==> src/rtl/add_ctrl_pkg.sv <==
// Shared types and default sizing for the multi-word add controller.
package add_ctrl_pkg;
    typedef enum logic [1:0] {
        IDLE = 2'd0,
        RUN  = 2'd1,
        DONE = 2'd2
    } state_t;

    localparam int CHUNK_W_DEF    = 8;
    localparam int NUM_CHUNKS_DEF = 4;
endpackage

==> src/rtl/param_full_adder.sv <==
// Parameterized ripple-carry adder; the result is one bit wider than the operands.
module param_full_adder #(
    parameter int WIDTH = 8
) (
    input  logic [WIDTH-1:0] a,
    input  logic [WIDTH-1:0] b,
    output logic [WIDTH:0]   y
);
    logic [WIDTH:0] c;

    assign c[0] = 1'b0;

    for (genvar i = 0; i < WIDTH; i++) begin : g_bit
        assign y[i]   = a[i] ^ b[i] ^ c[i];
        assign c[i+1] = (a[i] & b[i]) | (c[i] & (a[i] ^ b[i]));
    end

    assign y[WIDTH] = c[WIDTH];
endmodule

==> src/rtl/multiword_add_ctrl.sv <==
// Wide unsigned adder built from one narrow adder, stepped LSB chunk first,
// with valid/ready on both sides and optional saturation on overflow.
module multiword_add_ctrl
    import add_ctrl_pkg::*;
#(
    parameter int CHUNK_W    = CHUNK_W_DEF,
    parameter int NUM_CHUNKS = NUM_CHUNKS_DEF,
    localparam int TOTAL_W   = CHUNK_W * NUM_CHUNKS
) (
    input  logic               clk,
    input  logic               rst,
    input  logic               in_valid,
    output logic               in_ready,
    input  logic [TOTAL_W-1:0] op_a,
    input  logic [TOTAL_W-1:0] op_b,
    input  logic               sat_en,
    output logic               out_valid,
    input  logic               out_ready,
    output logic [TOTAL_W-1:0] sum,
    output logic               carry_out,
    output logic               saturated,
    output logic               busy
);
    localparam int IDX_W = $clog2(NUM_CHUNKS);

    state_t             state, state_nxt;
    logic [IDX_W-1:0]   idx;
    logic               carry;
    logic [TOTAL_W-1:0] a_q, b_q;
    logic               sat_q;

    logic [CHUNK_W-1:0] a_ch, b_ch, ch_sum;
    logic [CHUNK_W+1:0] add_y;
    logic               ch_co, last;
    logic               unused_lsb;

    assign a_ch = a_q[idx*CHUNK_W +: CHUNK_W];
    assign b_ch = b_q[idx*CHUNK_W +: CHUNK_W];

    // Carry-in rides in the LSB of both operands: c+c produces carry c into bit 1.
    param_full_adder #(.WIDTH(CHUNK_W + 1)) u_add (
        .a ({a_ch, carry}),
        .b ({b_ch, carry}),
        .y (add_y)
    );

    assign ch_sum     = add_y[CHUNK_W:1];
    assign ch_co      = add_y[CHUNK_W+1];
    assign unused_lsb = add_y[0];
    assign last       = (idx == IDX_W'(NUM_CHUNKS - 1));

    assign in_ready  = (state == IDLE);
    assign out_valid = (state == DONE);
    assign busy      = (state != IDLE);

    always_ff @(posedge clk) begin
        if (rst) state <= IDLE;
        else     state <= state_nxt;
    end

    always_comb begin
        state_nxt = state;
        case (state)
            IDLE:    if (in_valid)  state_nxt = RUN;
            RUN:     if (last)      state_nxt = DONE;
            DONE:    if (out_ready) state_nxt = IDLE;
            default:                state_nxt = IDLE;
        endcase
    end

    always_ff @(posedge clk) begin
        if (rst) begin
            idx       <= '0;
            carry     <= 1'b0;
            a_q       <= '0;
            b_q       <= '0;
            sat_q     <= 1'b0;
            sum       <= '0;
            carry_out <= 1'b0;
            saturated <= 1'b0;
        end else begin
            case (state)
                IDLE: if (in_valid) begin
                    a_q       <= op_a;
                    b_q       <= op_b;
                    sat_q     <= sat_en;
                    idx       <= '0;
                    carry     <= 1'b0;
                    sum       <= '0;
                    carry_out <= 1'b0;
                    saturated <= 1'b0;
                end
                RUN: begin
                    sum[idx*CHUNK_W +: CHUNK_W] <= ch_sum;
                    carry <= ch_co;
                    idx   <= idx + 1'b1;
                    if (last) begin
                        idx       <= '0;
                        carry_out <= ch_co;
                        // Later NBA overrides the chunk write when clamping.
                        if (sat_q && ch_co) begin
                            sum       <= '1;
                            saturated <= 1'b1;
                        end
                    end
                end
                default: ;
            endcase
        end
    end
endmodule
==> config.mk <==
export PLATFORM = sky130hd
export DESIGN_NAME = multiword_add_ctrl
export DESIGN_NICKNAME = d
export VERILOG_FILES = /design/src/rtl/add_ctrl_pkg.sv /design/src/rtl/param_full_adder.sv /design/src/rtl/multiword_add_ctrl.sv
export SDC_FILE = /design/constraint.sdc
export NUM_CORES = 1
export LEC_CHECK = 0
export BUFFER_PORTS_ARGS = -buffer_cell sky130_fd_sc_hd__clkbuf_2
export CAP_MARGIN = 0
export CELL_PAD_IN_SITES_DETAIL_PLACEMENT = 2
export CELL_PAD_IN_SITES_GLOBAL_PLACEMENT = 2
export CORE_UTILIZATION = 34
export CTS_CLUSTER_DIAMETER = 120
export DETAILED_ROUTE_END_ITERATION = 12
export PLACE_DENSITY = 0.92
export SLEW_MARGIN = 20
export SYNTH_ARGS = -nofsm -noshare
export SYNTH_HDL_FRONTEND = slang
export SYNTH_SLANG_ARGS = --single-unit
==> constraint.sdc <==
create_clock -name clk -period 8.72 [get_ports clk]
set_input_delay 0.872 -clock clk [delete_from_list [all_inputs] [get_ports clk]]
set_output_delay 0.872 -clock clk [all_outputs]
set_load 0.1 [all_outputs]
Word level (Yosys, flattened, before mapping)
Index checks and enable logic that the tools add are counted.
Operators by class
  bitwise logic cells: 40
  add/sub/neg operators: 2
  eq/ne operators: 7
  multiplexer cells: 19
  shift operators: 4
  reduce and logical (&&, ||, !) cells: 9
Operators by type and width (count)
  $mux 32: 3
  $pmux 32 s2: 1
  $shiftx 32x6->8: 2
  $neg 5->34: 1
  $shift 8x34->32 const A: 1
  $shiftx 8x34->32: 1
  $bwmux 32: 1
  $and 1x1->1: 16
  $xor 1x1->1: 16
  $mux 2: 5
  $or 1x1->1: 8
  $ne 2x2->1 const B: 3
  $pmux 1 s2: 3
  $pmux 2 s3: 1
  $reduce_and 3->1: 2
  $eq 2x2->1 const B: 2
  $mux 1: 4
  $pmux 2 s2: 1
  $reduce_and 2->1: 2
  $reduce_and 4->1: 1
  $reduce_bool 2->1: 2
  $add 2x1->2 const B: 1
  $eq 2x1->1 const B: 1
  $logic_not 2->1: 1
  2 further kinds: 2
Storage, ports and cells
  input bits: 69
  bits in registers: 104

Longest topological paths before layout
  depth in word-level cells: 22
  mapped depth: 16
  gate-level depth less buffers: 13

By module
A second synthesis with hierarchy kept.
Unflattened totals
  cell total of the unflattened synthesis: 514
  area, all modules: 4533.1 sq um
Modules (own cells, without submodules)
  multiword_add_ctrl: area an instance 4322.9 sq um, times used 1, cells each 495
  param_full_adder: area an instance 210.2 sq um, times used 1, cells each 19

Worst setup path before layout
OpenSTA, ideal clock, no wires.
  path type: reg-to-reg
  start: register idx[0]
  end: register sum[23]
  buffers on the path: 2
  required time: 8.589 ns
  setup time: 0.131 ns
  setup slack: 4.651 ns
  arrival time: 3.938 ns
  cell stages (with the launch flop): 16
  path through: dfxtp_1 > buf_4 > buf_6 > mux4_2 > inv_1 > fa_1 > fa_1 > fa_1 > fa_1 > fa_1 > inv_1 > fa_1 > fa_1 > fa_1 > nand3_1 > a31oi_1
Between the ends
  word-level cells in the longest chain between the ends: 22
  elaborated cells between the ends (all ways): 51
  those cells by class: add/sub: 1; eq/ne: 1; shift: 4; mux: 4; bitwise: 40; reduce/logical: 1
Ends and longest elaborated chain
  start: declaration: line multiword_add_ctrl.sv:27  | logic [IDX_W-1:0] idx;
  start signal: assignment: line multiword_add_ctrl.sv:96  | idx <= idx + 1'b1;
  $shiftx 32x6->8 (on tied branches): line multiword_add_ctrl.sv:37, multiword_add_ctrl.sv:38
  $xor 1x1->1: line param_full_adder.sv:14, param_full_adder.sv:15
  $and 1x1->1: line param_full_adder.sv:15  | assign c[i+1] = (a[i] & b[i]) | (c[i] & (a[i] ^ b[i]));
  $or 1x1->1: line param_full_adder.sv:15
  $and 1x1->1: line param_full_adder.sv:15
  $or 1x1->1: line param_full_adder.sv:15
  $and 1x1->1: line param_full_adder.sv:15
  $or 1x1->1: line param_full_adder.sv:15
  (+6 left out)
  $and 1x1->1: line param_full_adder.sv:15
  $or 1x1->1: line param_full_adder.sv:15
  $xor 1x1->1 / $and 1x1->1 (equally long branches): line param_full_adder.sv:14, param_full_adder.sv:15
  $shiftx 8x34->32 / $or 1x1->1 (equally long branches): line multiword_add_ctrl.sv:94, param_full_adder.sv:15
  $bwmux 32 / $logic_and 1x1->1 (equally long branches): line multiword_add_ctrl.sv:94, multiword_add_ctrl.sv:101
  $mux 32: line multiword_add_ctrl.sv:101  | if (sat_q && ch_co) begin
  $mux 32 (*): line multiword_add_ctrl.sv:97  | if (last) begin
  $pmux 32 s2 (*): line multiword_add_ctrl.sv:82  | case (state)
  end signal: indexed assignment: line multiword_add_ctrl.sv:94  | sum[idx*CHUNK_W +: CHUNK_W] <= ch_sum;
  end: declaration: line multiword_add_ctrl.sv:19  | output logic [TOTAL_W-1:0] sum,
Every way passes the cells marked *; elsewhere a longest branch is shown, timed or not.
A chain may end at the register's enable or synchronous reset.

Worst setup path in the final report
  start: register idx[1]
  end: register saturated
Between the ends
  word-level cells in the longest chain between the ends: 21
  elaborated cells between the ends (all ways): 39
  those cells by class: eq/ne: 3; shift: 2; bitwise: 32; reduce/logical: 2
Ends and longest elaborated chain
  $shiftx 32x6->8 (on tied branches): line multiword_add_ctrl.sv:37, multiword_add_ctrl.sv:38
  $xor 1x1->1: line param_full_adder.sv:15
  $and 1x1->1: line param_full_adder.sv:15
  $or 1x1->1: line param_full_adder.sv:15
  $and 1x1->1: line param_full_adder.sv:15
  $or 1x1->1: line param_full_adder.sv:15
  $and 1x1->1: line param_full_adder.sv:15
  $or 1x1->1: line param_full_adder.sv:15
  (+5 left out)
  $or 1x1->1: line param_full_adder.sv:15
  $and 1x1->1: line param_full_adder.sv:15
  $or 1x1->1: line param_full_adder.sv:15
  $and 1x1->1: line param_full_adder.sv:15
  $or 1x1->1: line param_full_adder.sv:15
  $logic_and 1x1->1: line multiword_add_ctrl.sv:101
  $ne 2x2->1 (no source line)
  $reduce_and 4->1 (no source line) (*)
  end signal: assignment: line multiword_add_ctrl.sv:80  | saturated <= 1'b0;
  end signal: assignment: line multiword_add_ctrl.sv:91  | saturated <= 1'b0;
  end signal: assignment: line multiword_add_ctrl.sv:103  | saturated <= 1'b1;
  end: declaration: line multiword_add_ctrl.sv:21  | output logic saturated,
Marks and branches as above.

==> metrics.txt <==
status=finished, final reports clean; hpwl dp=10640 um; hold_buf cts=0; worst flop-to-flop path startpoint=idx[1]$_SDFFE_PP0P_; fin crit period=5.617 ns; PortBufs=105; routability cong.=0.8171; yosys warns=0; # diodes=0; required time worst endpoint=8.96 ns; CP Capture Type=register; worst-path maximum fanout=33; critical path startpoint category=register; Worst Setup Path Type=register to register; clock-pin transition on the worst setup and hold timing paths=0.07 ns; r2r setup slk=3.10 ns; antenna viol nets, final=0; P_int=756.8 uW; die span in x=117.8 um; initial antenna violation count=0; slew at the pin closest to its max-slew limit=1.095 ns; maximum VDD drop=0.07791 mV; final net count=684; multi-input logic area=2207 sq um; GRT Util Overall=22.52%; largest net degree at the start of global routing=105; Hold Crit Class=register to register; Clk network pwr share=37.3%; clk_skew=0.006692 ns; static leakage=2.087 nW; htree depth=3; Max Freq=0.1780 GHz; total CTS buffers=9; total setup buffers inserted after CTS=0; root buffer cell=clkbuf_16; sequential share of the synthesized area=45.69%; CTS tree=done; Starting Density=35.53%; Avg WL per Cell=19.64 um; Critical Path AT=5.86 ns; Flop pwr share=48.7%; drt total wl=15280 um; overall power=1.053 mW; Max Cap Viol=0; vias per cell=5.307; fin crit share=64.42%; Syn Std Cell Area=4557 sq um; layout cells sized above 1=24.75%; TNS Setup=0 ns; first drt pass iteration count=4; crit path launch=idx[1]$_SDFFE_PP0P_; Die Height=117.8 um; Final Max Slew Viols=0; vias=4129; worst skew pair latency=0.35 ns; ys async rst share=0%; Final Hold Viols=0; gr ovfl total=0; power per cell area=194.4 nW/um^2; die area=13870 sq um; Synth cell types=31; Sw Pwr=296.2 uW; flip-flop and latch area=2082 sq um; Bufs on Longest Clock Path=2; syn nets=609; DRC=0; Sw Ratio=28.13%; Seq cells post-synth=104; Top FF cell, synth=dfxtp_1; gate count of the mapped netlist=526; core outline area=12820 sq um; global-route wire length before repair=24270 um; I/O pin total=106; Slew headroom=26.97%; Sink Count=104; FILL cells=1424; post_cts resized=0; RSZ-0062 raised after global routing=false; num rows=41; Setup Viol. Count Final=0; number of flops mapped to enable cells by yosys=0; Layout area overhead=18.89%; combinational power share=14.0%; initial detailed-routing violation count=244; Avg Synthesized Cell Area=8.663 sq um; min-delay src=b_q[26]$_SDFFE_PP0P_; number of global-route vias before repair=4516
cell families (layout without fill, tap and decap cells):
| kind of cell | Yosys count | count (layout) | share of synthesized area [%] |
|---|---|---|---|
| flip-flops | 104 | 104 | 45.69 |
| buffers and inverters | 63 | 143 | 6.480 |
| AO/OA/AOI/OAI | 136 | 136 | 15.90 |
| AND/OR/NAND/NOR | 189 | 189 | 17.98 |
| adder cells (fa/ha/maj) | 14 | 14 | 5.162 |
| multiplexers | 20 | 20 | 8.787 |
flip-flops by register name, indices dropped and copies added, names as in the netlist:
name	cells
carry_out	1
a_q	32
saturated	1
sat_q	1
idx	2
sum	32
b_q	32
state	2
carry	1
power groups by stage:
stage	clock network, mW	registers, mW	logic [mW]
after global routing	0.414	0.515	0.160
after floorplan	0	0.523	0.0935
after detailed placement	0	0.523	0.144
after CTS	0.397	0.513	0.146
final	0.393	0.513	0.147
after global placement	0	0.520	0.135
cell usage in the layout, fill, tap and decap left out, types with 5 or more instances in the layout:
| master | n |
|---|---|
| fa_1 | 8 |
| buf_4 | 5 |
| a21oi_1 | 69 |
| nand2_1 | 152 |
| mux4_2 | 16 |
| a31oi_1 | 33 |
| dfxtp_1 | 104 |
| clkbuf_16 | 9 |
| inv_1 | 16 |
| nor3b_1 | 5 |
| o21ai_0 | 32 |
| ha_1 | 6 |
| clkbuf_2 | 104 |
| nand3_1 | 16 |
synth_stat cells, drive strengths merged, types with 3 or more instances:
cell / n / area, sq um
nor3b: 6 / 50.05
dfxtp: 104 / 2082
nor2b: 3 / 18.77
fa: 8 / 160.2
ha: 6 / 75.07
mux4: 16 / 360.4
mux2i: 4 / 40.04
nand3: 16 / 80.08
a31oi: 33 / 206.5
nor4bb: 3 / 30.03
buf: 26 / 155.2
o21ai: 33 / 165.2
inv: 16 / 60.06
a21oi: 69 / 345.3
nand2: 152 / 570.6
clkbuf: 21 / 80.07
final cells by class:
cell class / instances / share of cell area, %
inverters: 16 / 1.109
clock inverters: 4 / 0.5312
clock buffers: 12 / 4.734
flip-flops and latches: 104 / 38.43
multi-input cells: 359 / 40.74
repair buffers: 111 / 10.48
well taps: 172 / 3.972
metrics by stage:
step                instance area [sq um]  util [%]  setup WS, ns  instances  hold WS (ns)
global route                         5418     42.24         2.836        778        0.4941
finish                               5418     42.24         3.103        778        0.4582
detailed placement                   5112     39.86         3.245        761        0.4510
CTS                                  5398     42.09         3.066        777        0.4588
global placement                     5106     39.81         3.636        761        0.4407
floorplan                            4557         -         4.651        526        0.4331
worst max-delay path, stage by stage (launching register included):
cell and delay (ns):
dfxtp_1 1.00, mux4_2 0.38, inv_1 0.06, fa_1 0.42
fa_1 0.40, fa_1 0.39, fa_1 0.41, fa_1 0.41
inv_1 0.08, fa_1 0.20, fa_1 0.25, fa_1 0.26
nand4_2 0.71, a211oi_1 0.50
path summary, 6_finish.rpt:
kind | to | cells past startpoint
setup / recovery | saturated$_SDFFE_PP0P_ | 13
hold / removal | b_q[26]$_SDFFE_PP0P_ | 2
setup reg to reg | saturated$_SDFFE_PP0P_ | 13
hold reg to reg | b_q[26]$_SDFFE_PP0P_ | 2
layer usage:
metal | vias to the layer above | track usage [%] | part of all wire [%] | wire [um]
met5 | - | 0 | 0 | 0
met1 | 2042 | 27.79 | 44 | 6725
met4 | 0 | 9.696 | 2.6 | 401
met3 | 29 | 3.440 | 3.5 | 542
li1 | 1945 | - | - | -
met2 | 113 | 38.79 | 50 | 7613
Power figures use the tool's default switching activity.
